File: src/rtl/delay_cal_if.sv
// Request/measurement bundle between the delay-line calibrator and its user/delay line.
interface delay_cal_if #(
  parameter int TAP_W = 4,
  parameter int CNT_W = 6
);
  logic             i_start;
  logic             i_arrive;
  logic             o_launch;
  logic [TAP_W-1:0] o_tap;
  logic [CNT_W-1:0] o_lat;
  logic             o_busy;
  logic             o_lock;
  logic             o_fail;
  logic             o_done;

  modport master (
    output i_start, i_arrive,
    input  o_launch, o_tap, o_lat, o_busy, o_lock, o_fail, o_done
  );

  modport slave (
    input  i_start, i_arrive,
    output o_launch, o_tap, o_lat, o_busy, o_lock, o_fail, o_done
  );
endinterface

File: src/rtl/delay_cal_ctrl.sv
// Delay-line calibrator: steps the tap select upward until a launched edge takes
// at least TARGET cycles to come back, flagging stuck-high, timeout or tap exhaustion.
module delay_cal_ctrl #(
  parameter int TAP_W   = 4,
  parameter int CNT_W   = 6,
  parameter int SETTLE  = 4,
  parameter int TARGET  = 5,
  parameter int TIMEOUT = 32
) (
  input logic        i_clk,
  input logic        i_rst,
  delay_cal_if.slave bus
);
  typedef enum logic [2:0] {
    S_IDLE, S_SETTLE, S_LAUNCH, S_MEASURE, S_DONE, S_FAIL
  } state_t;

  localparam logic [TAP_W-1:0] TAP_MAX     = {TAP_W{1'b1}};
  localparam logic [CNT_W-1:0] SETTLE_LAST = CNT_W'(SETTLE - 1);
  localparam logic [CNT_W-1:0] TARGET_C    = CNT_W'(TARGET);
  localparam logic [CNT_W-1:0] TIMEOUT_C   = CNT_W'(TIMEOUT);

  state_t           state_reg, state_next;
  logic [CNT_W-1:0] cnt_reg, cnt_next;
  logic [TAP_W-1:0] tap_reg, tap_next;
  logic [CNT_W-1:0] lat_reg, lat_next;
  logic             lock_reg, lock_next;
  logic             fail_reg, fail_next;
  logic             launch_reg, launch_next;
  logic             busy_reg, busy_next;
  logic             done_reg, done_next;
  logic [CNT_W-1:0] idx;

  // MEASURE cycles are numbered from 1; TIMEOUT < 2^CNT_W keeps this from wrapping.
  assign idx = cnt_reg + CNT_W'(1);

  always_ff @(posedge i_clk) begin
    if (i_rst) begin
      state_reg  <= S_IDLE;
      cnt_reg    <= '0;
      tap_reg    <= '0;
      lat_reg    <= '0;
      lock_reg   <= 1'b0;
      fail_reg   <= 1'b0;
      launch_reg <= 1'b0;
      busy_reg   <= 1'b0;
      done_reg   <= 1'b0;
    end else begin
      state_reg  <= state_next;
      cnt_reg    <= cnt_next;
      tap_reg    <= tap_next;
      lat_reg    <= lat_next;
      lock_reg   <= lock_next;
      fail_reg   <= fail_next;
      launch_reg <= launch_next;
      busy_reg   <= busy_next;
      done_reg   <= done_next;
    end
  end

  always_comb begin
    state_next = state_reg;
    case (state_reg)
      S_IDLE:    if (bus.i_start) state_next = S_SETTLE;
      S_SETTLE:  if (cnt_reg == SETTLE_LAST) state_next = bus.i_arrive ? S_FAIL : S_LAUNCH;
      S_LAUNCH:  state_next = S_MEASURE;
      S_MEASURE: begin
        if (bus.i_arrive) begin
          if (idx >= TARGET_C)       state_next = S_DONE;
          else if (tap_reg == TAP_MAX) state_next = S_FAIL;
          else                       state_next = S_SETTLE;
        end else if (idx == TIMEOUT_C) begin
          state_next = S_FAIL;
        end
      end
      S_DONE:    state_next = S_IDLE;
      S_FAIL:    state_next = S_IDLE;
      default:   state_next = S_IDLE;
    endcase
  end

  // Outputs are computed from the upcoming state so the registered copies line up with it.
  always_comb begin
    cnt_next  = cnt_reg;
    tap_next  = tap_reg;
    lat_next  = lat_reg;
    lock_next = lock_reg;
    fail_next = fail_reg;
    case (state_reg)
      S_IDLE: begin
        if (bus.i_start) begin
          cnt_next  = '0;
          tap_next  = '0;
          lock_next = 1'b0;
          fail_next = 1'b0;
        end
      end
      S_SETTLE:  cnt_next = (cnt_reg == SETTLE_LAST) ? '0 : cnt_reg + CNT_W'(1);
      S_LAUNCH:  cnt_next = '0;
      S_MEASURE: begin
        cnt_next = idx;
        if (bus.i_arrive) begin
          lat_next = idx;
          if (state_next == S_SETTLE) begin
            tap_next = tap_reg + TAP_W'(1);
            cnt_next = '0;
          end
        end else if (idx == TIMEOUT_C) begin
          lat_next = TIMEOUT_C;
        end
      end
      default: ;
    endcase
    if (state_next == S_DONE) lock_next = 1'b1;
    if (state_next == S_FAIL) fail_next = 1'b1;
    launch_next = (state_next == S_LAUNCH) || (state_next == S_MEASURE);
    busy_next   = (state_next != S_IDLE);
    done_next   = (state_next == S_DONE) || (state_next == S_FAIL);
  end

  assign bus.o_launch = launch_reg;
  assign bus.o_tap    = tap_reg;
  assign bus.o_lat    = lat_reg;
  assign bus.o_busy   = busy_reg;
  assign bus.o_lock   = lock_reg;
  assign bus.o_fail   = fail_reg;
  assign bus.o_done   = done_reg;
endmodule

File: src/flat_wrapper.sv
// flat-port wrapper written by rule: the top's interface ports become plain ports
module delay_cal_ctrl_flat 
#(
  parameter int TAP_W   = 4,
  parameter int CNT_W   = 6,
  parameter int SETTLE  = 4,
  parameter int TARGET  = 5,
  parameter int TIMEOUT = 32
)
  (i_clk, i_rst, bus_i_start, bus_i_arrive, bus_o_launch, bus_o_tap, bus_o_lat, bus_o_busy, bus_o_lock, bus_o_fail, bus_o_done);
  delay_cal_if #(.TAP_W(TAP_W), .CNT_W(CNT_W)) bus_i ();
  input logic i_clk;
  input logic i_rst;
  input wire logic [$bits(bus_i.i_start)-1:0] bus_i_start;
  input wire logic [$bits(bus_i.i_arrive)-1:0] bus_i_arrive;
  output wire logic [$bits(bus_i.o_launch)-1:0] bus_o_launch;
  output wire logic [$bits(bus_i.o_tap)-1:0] bus_o_tap;
  output wire logic [$bits(bus_i.o_lat)-1:0] bus_o_lat;
  output wire logic [$bits(bus_i.o_busy)-1:0] bus_o_busy;
  output wire logic [$bits(bus_i.o_lock)-1:0] bus_o_lock;
  output wire logic [$bits(bus_i.o_fail)-1:0] bus_o_fail;
  output wire logic [$bits(bus_i.o_done)-1:0] bus_o_done;
  assign bus_i.i_start = bus_i_start;
  assign bus_i.i_arrive = bus_i_arrive;
  assign bus_o_launch = bus_i.o_launch;
  assign bus_o_tap = bus_i.o_tap;
  assign bus_o_lat = bus_i.o_lat;
  assign bus_o_busy = bus_i.o_busy;
  assign bus_o_lock = bus_i.o_lock;
  assign bus_o_fail = bus_i.o_fail;
  assign bus_o_done = bus_i.o_done;
  delay_cal_ctrl #(.TAP_W(TAP_W), .CNT_W(CNT_W), .SETTLE(SETTLE), .TARGET(TARGET), .TIMEOUT(TIMEOUT)) u_core (.i_clk(i_clk), .i_rst(i_rst), .bus(bus_i));
endmodule
File: config.mk
export PLATFORM = sky130hd
export DESIGN_NAME = delay_cal_ctrl_flat
export DESIGN_NICKNAME = d
export VERILOG_FILES = /design/src/rtl/delay_cal_if.sv /design/src/rtl/delay_cal_ctrl.sv /design/src/flat_wrapper.sv
export SDC_FILE = /design/constraint.sdc
export NUM_CORES = 1
export LEC_CHECK = 0
export CAP_MARGIN = 10
export CORE_AREA = 10 10 76 78
export CTS_BUF_LIST = sky130_fd_sc_hd__clkbuf_16
export DETAILED_ROUTE_END_ITERATION = 10
export DIE_AREA = 0 0 86 88
export GPL_TIMING_DRIVEN = 0
export PLACE_DENSITY = 0.55
export SLEW_MARGIN = 0
export SYNTH_ARGS = -nofsm -noshare
export SYNTH_HDL_FRONTEND = slang
export SYNTH_SLANG_ARGS = --single-unit
export TNS_END_PERCENT = 30
File: constraint.sdc
create_clock -name i_clk -period 1.89 [get_ports i_clk]
set_input_delay 0.567 -clock i_clk [delete_from_list [all_inputs] [get_ports i_clk]]
set_output_delay 0.567 -clock i_clk [all_outputs]
set_load 0.01 [all_outputs]
==> run metrics <==
post-DR wirelength/cell=15.0 µm; Final Max Tran Viols=0; crit-path leading delay family=simple AND/OR/NAND/NOR gates; logic gate share of total power=6.6%; Die Wd=86 µm; synthesized instance count=137; part of the power in the clock network=43.3%; total grt overflow=0; layout cells sized above 1=26.1%; number of port buffers=18; hold path start=u_core.bus.o_lat[2]; CTS tree=done; f_max=0.539 GHz; pwr dens=605 nW/µm²; antenna-violating nets left=0; kind of critical path=register to register; R2R Setup Slk=0.04 ns; final net count=170; Core Area=4290 µm²; Finish-stage setup viols=0; mean post-synth cell area=9.13 µm²; H-tree depth=1; # Max-Cap Violations=0; most frequent cells in the layout=17 x clkdlybuf4s50_1, 17 x dfxtp_1, 15 x nor2_1; CP cell instances=buf_6 -> and3b_2 -> and2_4 -> buf_8 -> and4_4 -> or4b_1 -> o21ai_1; TNS Setup=0 ns; vias in the first global route=1139; CTS Buffer Depth=2; worst r2r src=u_core.state_reg[2]; Int Power=0.000821 W; critical path data arrival time=2.05 ns; final instance area=1710 µm²; Synthesized Nets=144; Pre-antenna DRT Iters=4; global-route wire length before repair=5510 µm; Setup Slack @ Placement=-0.627 ns; TritonCTS Buffers=3; Seq cells post-synth=24; unrepaired setup endpoints after global routing=true; Switching Fraction=20.8%; crit path launch type=register; clock root buffer=clkbuf_16; Area growth, synth to finish=36.8%; Starting Density=29.1%; worst-path fanout max=10; Worst EP required=2.08 ns; DP Area=1500 µm²; detailed-placement wirelength estimate=2310 µm; Reg2Reg Depth=7; CTS Sinks=24; Worst Clk Skew=0.00282 ns; row cnt=24; Synth Warn #=0; # DRC=0; IO Pins=19; Reg power frac=50.1%; hold depth=2; Hold Path Class=register to register; die height=88 µm; later-pin clock latency in the skew report=0.26 ns; largest net degree at the start of global routing=13; WL final=3190 µm; Seq/Total Area, Yosys=38.4%; Die ar.=7570 µm²; initial DRC count=66; slew margin rel.=69.2%; transition time of the tightest slew-check pin=0.461 ns; Netlist Area Pre-Place=1250 µm²; GR Util All Layers=8.76%; r2r endpoint=u_core.bus.o_tap[1]; CP endpoint kind=register; Peak VDD IR=0.424 mV; WHS Endpoint=u_core.bus.o_lat[2]; outcome=finished, final reports clean; slowest stage cell, crit path=or4b_1; gp weighted congestion=0.824; Buf+Inv Stages, Crit Path=2; PnR worst setup slack=0.0351 ns; via count=1106; Final min period=1.85 ns; initial antenna violation count=0; critical path's largest stage delay=0.49 ns; Pleak=0.590 nW; fin crit share=98.1%; antenna diode count=0; vias per inst=5.19; post-synth cell types=53; CTS clk-pin slew, worst paths=0.06 ns; # fillers=439; P_sw=0.000215 W; Final Hold Viols=0
how the worst max path moves through the flow:
stage / startpoint / slack [ns] / cells after the start / to
after CTS: u_core.cnt_reg[3] / 0.02 / 7 / u_core.bus.o_fail
after floorplan: u_core.cnt_reg[1] / 0.02 / 6 / u_core.bus.o_tap[1]
after global placement: bus_i_start / -0.62 / 4 / u_core.bus.o_lock
final: u_core.state_reg[2] / 0.04 / 7 / u_core.bus.o_tap[1]
after global routing: u_core.cnt_reg[2] / -0.03 / 6 / u_core.bus.o_tap[1]
after detailed placement: bus_i_start / -0.63 / 4 / u_core.bus.o_lock
cells in the mapped netlist, drive strengths merged:
cell type	number	area, µm²
dfxtp	24	480
nor2	15	56.3
a21oi	8	43.8
nand2	8	30.0
a22oi	7	52.6
inv	6	22.5
buf	5	32.5
nand3	5	37.5
o21ai	5	25.0
mux2i	4	52.6
nor3	4	20.0
ha	3	37.5
a31oi	2	12.5
a41oi	2	36.3
and2	2	15.0
and3	2	12.5
clkbuf	2	7.51
nand3b	2	15.0
nor3b	2	15.0
nor4b	2	17.5
o31a	2	17.5
o31ai	2	20.0
or2	2	12.5
xnor2	2	17.5
a221oi	1	8.76
a22o	1	8.76
a311oi	1	8.76
a32o	1	11.3
a41o	1	10.0
and2b	1	7.51
and3b	1	8.76
and4	1	8.76
nand4	1	6.26
nor2b	1	6.26
nor4	1	6.26
o211ai	1	7.51
o21a	1	7.51
o32a	1	10.0
o32ai	1	8.76
or3	1	6.26
or3b	1	8.76
or4b	1	10.0
or4bb	1	11.3
cell type report:
class / count / area [µm²] / area share, %
Multi-Input combinational cell: 100 / 796 / 46.5
Sequential cell: 24 / 494 / 28.9
Timing Repair Buffer: 24 / 224 / 13.1
Clock buffer: 3 / 75.1 / 4.39
Tap cell: 52 / 65.1 / 3.80
Buffer: 4 / 35.0 / 2.05
Inverter: 6 / 22.5 / 1.32
routing by layer:
metal  routed length, µm  vias up  track usage [%]
li1                    -      557                -
met1                1460      520             10.3
met2                1460       27             14.7
met3                 255        2             3.34
met4                  10        0             1.95
met5                   0        -                0
power groups by stage:
stage | sequential, W | combinational (W) | clock (W)
global route | 0.000519 | 0.0000766 | 0.000485
global placement | 0.000529 | 0.0000606 | 0
CTS | 0.000520 | 0.0000647 | 0.000463
finish | 0.000519 | 0.0000682 | 0.000449
detailed placement | 0.000530 | 0.0000616 | 0
floorplan | 0.000529 | 0.0000363 | 0
worst reg2reg max path, stage by stage, from the launching register on:
cell and delay, ns:
dfxtp_2 0.32, buf_6 0.12, and3b_2 0.26, and2_4 0.19
buf_8 0.13, and4_4 0.19, or4b_1 0.49, o21ai_1 0.08
metrics by stage:
stage / util, % / total power (W) / hold slack (ns) / cells
final: 39.9 / 0.00104 / 0.459 / 213
after CTS: 38.2 / 0.00105 / 0.463 / 210
after floorplan: - / 0.000566 / 0.476 / 137
after global placement: 34.8 / 0.000590 / 0.448 / 207
after detailed placement: 34.8 / 0.000591 / 0.454 / 207
after global routing: 39.9 / 0.00108 / 0.490 / 213
timing repair:
item / in CTS / in global routing
setup buffers: 1 / 5
pin swaps: 1 / 6
endpoints found under the setup margin: 18 / 10
resized for setup: 21 / 13
hold buffers: 0 / 0
cells by family after synthesis:
| family | Yosys count | synth area share, % |
|---|---|---|
| compound gates | 37 | 23.1 |
| fa+ha+maj | 3 | 3.00 |
| simple gates | 54 | 24.9 |
| xor+xnor | 2 | 1.40 |
| mux | 4 | 4.20 |
| buf+inv | 13 | 5.00 |
| flops | 24 | 38.4 |
Note: power is estimated with default switching activity, not from simulation.
